$ cat config.mk
export PLATFORM = sky130hd
export DESIGN_NAME = adex_step_scheduler
export DESIGN_NICKNAME = d
export VERILOG_FILES = /design/src/rtl/adex_sched_pkg.sv /design/src/rtl/adex_tick_div.sv /design/src/rtl/adex_step_scheduler.sv
export SDC_FILE = /design/constraint.sdc
export NUM_CORES = 1
export LEC_CHECK = 0
export ABC_AREA = 1
export CAP_MARGIN = 20
export CORE_ASPECT_RATIO = 0.6
export CORE_MARGIN = 4
export CORE_UTILIZATION = 45
export DETAILED_ROUTE_END_ITERATION = 7
export PLACE_DENSITY_LB_ADDON = 0.1
export SYNTH_ARGS = -nofsm -noshare
export SYNTH_HDL_FRONTEND = slang
export SYNTH_SLANG_ARGS = --single-unit
$ cat constraint.sdc
create_clock -name clk -period 2.4 [get_ports clk]
set_clock_uncertainty 0.05 [all_clocks]
set_input_delay 0.48 -clock clk [delete_from_list [all_inputs] [get_ports clk]]
set_output_delay 0.48 -clock clk [all_outputs]
set_load 0.01 [all_outputs]
$ cat src/rtl/adex_sched_pkg.sv
// rtl/adex_sched_pkg.sv - shared types and constants for the AdEx step scheduler
package adex_sched_pkg;

   typedef enum logic [1:0] {
      ST_IDLE,
      ST_ISSUE,
      ST_WAIT_DONE,
      ST_WRITEBACK
   } sched_state_t;

   localparam int STATE_W_DEF = 32;

   // Resting membrane potential, -65 in Q.7
   localparam int V_RESET_Q = -65 * 128;

endpackage

$ cat src/rtl/adex_tick_div.sv
// rtl/adex_tick_div.sv - programmable integration tick divider, period div_cfg+1 clocks
module adex_tick_div (
   input  logic       clk,
   input  logic       rst_n,
   input  logic       run,
   input  logic [7:0] div_cfg,
   output logic       tick
);

   logic [7:0] cnt;

   // >= keeps the counter from running away if div_cfg is lowered mid-count
   assign tick = run && (cnt >= div_cfg);

   always_ff @(posedge clk or negedge rst_n) begin
      if (!rst_n) begin
         cnt <= '0;
      end else if (!run || tick) begin
         cnt <= '0;
      end else begin
         cnt <= cnt + 8'd1;
      end
   end

endmodule

$ cat src/rtl/adex_step_scheduler.sv
// rtl/adex_step_scheduler.sv - round-robin sequencer sharing one AdEx datapath across N state slots
module adex_step_scheduler
   import adex_sched_pkg::*;
#(
   parameter int N_NEURONS = 4,
   parameter int STATE_W   = STATE_W_DEF
) (
   input  logic                         clk,
   input  logic                         rst_n,
   input  logic                         run,
   input  logic [7:0]                   div_cfg,
   input  logic                         cfg_busy,
   input  logic                         soft_clear,
   input  logic                         dp_ready,
   input  logic                         dp_done,
   input  logic [STATE_W-1:0]           dp_v_next,
   input  logic [STATE_W-1:0]           dp_w_next,
   input  logic                         dp_spike,
   output logic                         dp_start,
   output logic [$clog2(N_NEURONS)-1:0] dp_sel,
   output logic [STATE_W-1:0]           dp_v,
   output logic [STATE_W-1:0]           dp_w,
   output logic [N_NEURONS-1:0]         spike_vec,
   output logic [7:0]                   spike_cnt,
   output logic                         frame_done,
   output logic                         overrun,
   output logic                         busy
);

   localparam int                  SEL_W    = $clog2(N_NEURONS);
   localparam logic [SEL_W-1:0]    LAST_SEL = SEL_W'(N_NEURONS - 1);
   localparam logic [STATE_W-1:0]  V_RST    = STATE_W'(V_RESET_Q);

   sched_state_t state, state_nx;

   logic                 tick;
   logic [STATE_W-1:0]   slot_v [N_NEURONS];
   logic [STATE_W-1:0]   slot_w [N_NEURONS];
   logic [STATE_W-1:0]   cap_v, cap_w;
   logic                 cap_spike;
   logic [N_NEURONS-1:0] spike_work, spike_upd;
   logic                 frame_start, clear_now, last_slot;

   adex_tick_div u_div (
      .clk     (clk),
      .rst_n   (rst_n),
      .run     (run),
      .div_cfg (div_cfg),
      .tick    (tick)
   );

   assign clear_now = soft_clear && (state == ST_IDLE);
   assign last_slot = (dp_sel == LAST_SEL);
   assign busy      = (state != ST_IDLE);
   assign dp_v      = slot_v[dp_sel];
   assign dp_w      = slot_w[dp_sel];

   always_ff @(posedge clk or negedge rst_n) begin
      if (!rst_n) begin
         state <= ST_IDLE;
      end else begin
         state <= state_nx;
      end
   end

   always_comb begin
      state_nx    = state;
      dp_start    = 1'b0;
      frame_start = 1'b0;
      frame_done  = 1'b0;
      case (state)
         // soft_clear takes priority over a tick landing in the same cycle
         ST_IDLE: begin
            if (tick && !cfg_busy && !soft_clear) begin
               frame_start = 1'b1;
               state_nx    = ST_ISSUE;
            end
         end
         ST_ISSUE: begin
            if (dp_ready) begin
               dp_start = 1'b1;
               state_nx = ST_WAIT_DONE;
            end
         end
         ST_WAIT_DONE: begin
            if (dp_done) begin
               state_nx = ST_WRITEBACK;
            end
         end
         ST_WRITEBACK: begin
            if (last_slot) begin
               frame_done = 1'b1;
               state_nx   = ST_IDLE;
            end else begin
               state_nx = ST_ISSUE;
            end
         end
         default: state_nx = ST_IDLE;
      endcase
   end

   always_comb begin
      spike_upd         = spike_work;
      spike_upd[dp_sel] = spike_work[dp_sel] | cap_spike;
   end

   always_ff @(posedge clk or negedge rst_n) begin
      if (!rst_n) begin
         dp_sel     <= '0;
         cap_v      <= '0;
         cap_w      <= '0;
         cap_spike  <= 1'b0;
         spike_work <= '0;
         spike_vec  <= '0;
         spike_cnt  <= '0;
         overrun    <= 1'b0;
         for (int i = 0; i < N_NEURONS; i++) begin
            slot_v[i] <= V_RST;
            slot_w[i] <= '0;
         end
      end else begin
         if (clear_now) begin
            overrun <= 1'b0;
            for (int i = 0; i < N_NEURONS; i++) begin
               slot_v[i] <= V_RST;
               slot_w[i] <= '0;
            end
         end else if (tick && state != ST_IDLE) begin
            overrun <= 1'b1;
         end

         if (frame_start) begin
            dp_sel     <= '0;
            spike_work <= '0;
         end

         if (state == ST_WAIT_DONE && dp_done) begin
            cap_v     <= dp_v_next;
            cap_w     <= dp_w_next;
            cap_spike <= dp_spike;
         end

         if (state == ST_WRITEBACK) begin
            slot_v[dp_sel] <= cap_v;
            slot_w[dp_sel] <= cap_w;
            spike_work     <= spike_upd;
            if (cap_spike && spike_cnt != 8'hFF) begin
               spike_cnt <= spike_cnt + 8'd1;
            end
            if (last_slot) begin
               spike_vec <= spike_upd;
            end else begin
               dp_sel <= dp_sel + SEL_W'(1);
            end
         end
      end
   end

endmodule

; Word-level counts from Yosys, hierarchy flattened
; Cells that the tools add are included.
[word_totals]
ff_bits = 350
word_cells = 94
[op_classes]
add_sub_neg = 3
order_cmp = 5
n_eq_ne = 8
muxes = 38
bitwise_logic = 2
reduce_logical = 20
[ops]
columns = operator, n
row1 = 128-bit 2-to-1 mux, 4
row2 = 128-bit bitwise mux, 2
row3 = 32-bit 2-to-1 mux, 5
row4 = 32-bit binary-select mux with 2-bit select, 2
row5 = 32-bit demux with 2-bit select, 1
row6 = "8-bit by 1-bit adder with 8-bit output, second input constant", 2
row7 = 2-bit 2-to-1 mux, 6
row8 = 1-bit 2-to-1 mux, 11
row9 = 1-bit logical AND, 9
row10 = 8-bit >= comparator, 1
row11 = 4-bit 2-to-1 mux, 2
row12 = 8-bit 2-to-1 mux, 1
row13 = "8-bit inequality test, second input constant", 1
row14 = 2-bit case mux with 4 select lines, 1
row15 = "2-bit equality test, second input constant", 3
row16 = 2-bit nonzero test, 3
row17 = 4-bit bitwise mux, 1
row18 = "2-bit inequality test, second input constant", 2
row19 = 2-bit AND reduction, 2
row20 = "3-bit >= comparator, second input constant", 1
row21 = 1-bit zero test, 3
row22 = "2-bit by 3-bit less-than comparator with 1-bit output, second input constant", 1
row23 = "3-bit by 1-bit less-than comparator with 1-bit output, second input constant", 1
row24 = 2-bit NOT with 3-bit output, 1
row25 = 10 further kinds, 10

; Depth between registers and ports, before layout
; Gate-level depths: netlist of run 1.
[logic_depth]
word_depth = 9
ltp_mapped = 14

; By module
; A second synthesis of run 1 with hierarchy kept.
[unflattened]
cells_unflattened = 1666
area_unflattened_um2 = 15473.6
[modules_own_cells]
columns = mod, instances, cells_each, area_per_inst_um2
row1 = adex_step_scheduler, 1, 1593, 14874.3
row2 = adex_tick_div, 1, 73, 599.3

; Worst setup path before layout of run 1
; Ideal clock, no wire load.
[synth_timing]
path_kind = register to register
from = register dp_sel[0]
to = register slot_v[45] in the netlist's numbering
setup_time_ns = 0.083
arrival_time_ns = 1.885
slack_ns = 0.383
stages_incl_launch_ff = 11
synth_period_minus_slack_ns = 2.017
path_cell_list = dfrtp_1 > buf_6 > inv_2 > buf_4 > buf_2 > ha_1 > nand2_1 > buf_2 > buf_2 > nand3_1 > o21ai_0
[synth_via]
elab_chain_len = 7
word_cells_on_any_way = 8
classes_between = 2 x order compare / 4 x mux / 1 x bitwise / 1 x reduce/logical
[synth_rtl]
columns = item, line
row1 = "start, declared", adex_step_scheduler.sv:20  ; output logic [$clog2(N_NEURONS)-1:0] dp_sel,
row2 = "start signal, assigned", adex_step_scheduler.sv:153  ; dp_sel <= dp_sel + SEL_W'(1);
row3 = 2-bit NOT with 3-bit output (not written as such) (*), adex_step_scheduler.sv:144  ; slot_v[dp_sel] <= cap_v;
row4 = 3-bit >= comparator (not written as such) / 3-bit by 1-bit less-than comparator with 1-bit output (equally long branches), adex_step_scheduler.sv:144
row5 = 1-bit logical AND (not written as such), adex_step_scheduler.sv:144
row6 = 32-bit 2-to-1 mux (not written as such), adex_step_scheduler.sv:144
row7 = 32-bit demux with 2-bit select (*), adex_step_scheduler.sv:144
row8 = 128-bit bitwise mux (*), adex_step_scheduler.sv:144
row9 = 128-bit 2-to-1 mux (*), adex_step_scheduler.sv:143  ; if (state == ST_WRITEBACK) begin
row10 = "end signal, assigned by index", adex_step_scheduler.sv:144
row11 = "end, declared", adex_step_scheduler.sv:37  ; logic [STATE_W-1:0] slot_v [N_NEURONS];
; Mark *: on every way between the ends. The rest lies on a longest branch, timed or not.
; A chain may end at the register's enable or synchronous reset.

; Worst setup path in the final report of run 1
[layout_timing]
from = register dp_sel[0]
to = output dp_w[2]
[layout_via]
elab_chain_len = 4
[layout_rtl]
columns = item, line
row1 = 2-bit NOT with 3-bit output (not written as such), adex_step_scheduler.sv:56  ; assign dp_w = slot_w[dp_sel];
row2 = 32-bit binary-select mux with 2-bit select, adex_step_scheduler.sv:56
row3 = 32-bit 2-to-1 mux (not written as such) (2 in series), adex_step_scheduler.sv:56
row4 = "end, declared", adex_step_scheduler.sv:22  ; output logic [STATE_W-1:0] dp_w,
; Every way passes these cells. The select of a mux whose other input is x is not followed.

==> results.toml, run 1 <==
[cells_and_area]
final_cells = 2297
regArea_mm2 = 0.008884
drive_gt1_share_pct = 26.66
nets = 1912
final_cell_mix = "dfrtp_1, o21ai_0, nand3_1"
nFillCells = 2906
diodes = 0
final_common_cell = "dfrtp_1"
multi_input_area_mm2 = 0.006018
area_growth_syn_to_layout_pct = 31.96

[global_routing]
grt_pass1_wl_mm = 70.50
grt_usage_pct = 23.94
grt-ovfl-total = 0
first_global_vias = 12490
grt_max_degree = 114
antenna_found_initial = 1

[placed_design]
place_hpwl_mm = 25.13
dp.cells = 2194
routabilityCongestion = 0.7842
preCtsSetupSlack_ps = -98.41
port_buffers = 161

[timing]
grt_setup_unrepaired = "true"
tightestPinTransition_ps = 566.9
period_needed_ps = 2450
fmax_mhz = 408.1
fin_crit_sh_pct = 102.1
hold_viol = 0
setup_slack_ps = -50.46
slew_headroom_pct = 62.21
setup_viol_count_final = 29
slew_violations = 0

[logic_synthesis]
yosys-top-cells-area = "dfrtp_1, dfstp_2, o21ai_0"
ys_types = 32
ys_ff_latch = 350
synth_area_mm2 = 0.01535
syn_nets = 1741
synthFlopType = "dfrtp_1"
synth_cells = 1642
seq_area_frac_synth_pct = 57.84
yosys.area.top_type = "dfrtp_1"
async_flop_share_pct = 100.0
synthDominantCellAreaShare_pct = 41.41
syn_avg_cell_area_um2 = 9.348
yosys_warnings = 0
synth_edf_count = 0

[clocking]
cts_root_buf = "clkbuf_16"
cts_tree = "done"
htree_levels = 2
numClockSinks = 350
clockBufferDepth = 3
clk_pin_slew_ps = 60
insertion_delay_ps = 520
numCtsBuffers = 36

[critical_path]
crit_start = "dp_sel[0]"
crit_end = "dp_w[2]"
worst_ep_required_time_ps = 1870
path_class = "reg -> out"
reg2reg_to = "slot_v[14]"
critPathCaptureType = "primary output"
crit_fanout = 6
critPathLaunchType = "register"
reg2reg_depth = 9
crit_arrival_ps = 1920
r2r_start = "dp_sel[0]"
rrSetupSlack_ps = 100

[drt]
postRouteAntennaNets = 0
drcViolationCount = 0
viasPerCell = 5.612
drt-pass1-iter-count = 5
initialDrtViolationCount = 1082
num_vias = 12890
avgRoutedWirePerCell_um = 19.94
routed_wl_mm = 45.79

[pwr]
power_mw = 30.02
power_density_mw_per_mm2 = 1482
p_leak_nw = 8.950
peakVddDrop_mv = 0.6423

[floorplan]
dieArea_mm2 = 0.03723
die_h_um = 151.1
fp.coreArea_mm2 = 0.03370
start_util_pct = 45.54
ios = 162
placementRows = 52
die_x_um = 246.4

[run_status]
violations = "setup timing"
run_status = "finished, violations left"

[worst_hold_path]
holdCritPathClass = "reg -> reg"

[job]
maxCapViolCount = 0
timing repair:
| action | in CTS | in global routing |
|---|---|---|
| endpoints found under the setup margin | 69 | 64 |
| endpoints found under the hold margin | 43 | 0 |
| hold buffers | 1 | 0 |
| cloned | 16 | 7 |
| pin swaps | 50 | 48 |
| resized for setup | 416 | 162 |
| buffers inserted | 20 | 3 |
Yosys cell counts (5+ instances only):
cell type,n
o21ai_0,281
dfrtp_1,254
nor2_1,184
nand3_1,173
inv_1,168
o22ai_1,161
dfstp_2,96
nand2_1,61
clkbuf_1,57
buf_2,54
a21oi_1,47
mux2_2,24
ha_1,19
o21ai_1,15
buf_1,11
xor2_1,5
worst max-delay path, cell delays in order (launching register included):
cell      delay, ps
dfrtp_4         540
clkinv_8        100
buf_12          110
buf_8           110
buf_16          140
nor2_2           40
o22ai_2         180
buf_2           170
worst min-delay path by stage:
stage	depth (start not counted)	slack (ps)	end	start
2_1_floorplan	0	130	cap_spike	rst_n
3_3_place_gp	1	380	slot_w[11]	rst_n
3_5_place_dp	1	390	slot_w[11]	rst_n
4_1_cts	1	410	u_div.cnt[0]	u_div.cnt[0]
5_1_grt	1	440	u_div.cnt[0]	u_div.cnt[0]
6_report	1	410	u_div.cnt[0]	u_div.cnt[0]
flip-flops by register name, summed over array words and instances, names as in the netlist:
register and count:
slot_v 128, cap_spike 1, dp_sel 2, cap_w 32, state 2, spike_cnt 8
spike_work 4, slot_w 128, spike_vec 4, u_div.cnt 8, cap_v 32, overrun 1
layout make-up:
type	instances	share of cell area, %
Sequential cell	350	43.86
Timing Repair Buffer	258	14.33
Multi-Input combinational cell	996	29.71
Inverter	171	3.255
Clock buffer	52	5.244
Clock inverter	11	0.7660
Tap cell	459	2.835
metrics by stage:
step	util, %	setup TNS [ps]	area (µm²)	hold slack, ps
after floorplan	-	0	15350	134.4
after global placement	52.84	-430.3	17810	384.6
after detailed placement	52.84	-512.4	17810	387.6
after CTS	58.50	-2796	19720	413.7
after global routing	60.10	-3661	20260	439.5
final	60.10	-746.0	20260	410.0
cell families (layout without fill, tap and decap cells):
family,Yosys count,in the layout,synth area share (%)
AO/OA/AOI/OAI,512,512,18.35
AND/OR/NAND/NOR,433,433,12.27
flip-flops,350,350,57.84
buffers and inverters,296,492,7.776
multiplexers,24,24,1.761
adder cells (fa/ha/maj),19,19,1.549
XOR/XNOR,8,8,0.4565
layer usage:
metal | up-vias | GRT usage [%] | part of all wire [%]
met5 | - | 0 | 0.024
met2 | 440 | 35.40 | 44
met4 | 2 | 5.526 | 1.5
met1 | 6403 | 36.87 | 48
met3 | 59 | 4.211 | 6.9
li1 | 5987 | - | -
report_power, final:
part           leakage, nW  internal, mW  switching (mW)  total (mW)
sequential            4.27          8.70            1.74        10.4
combinational         4.07          6.04            7.73        13.8
clock                0.606          3.50            2.32        5.82
total                 8.95          18.2            11.8        30.0
(Power assumes the default switching activity.)
==> run 2: changes to the inputs <==
--- a/config.mk
+++ b/config.mk
@@ -6,7 +6,6 @@
 export NUM_CORES = 1
 export LEC_CHECK = 0
 export ABC_AREA = 1
-export CAP_MARGIN = 20
 export CORE_ASPECT_RATIO = 0.6
 export CORE_MARGIN = 4
 export CORE_UTILIZATION = 45
==> results of run 2 <==
Same layout as run 1: the final DEF is identical, and so are final timing and power.
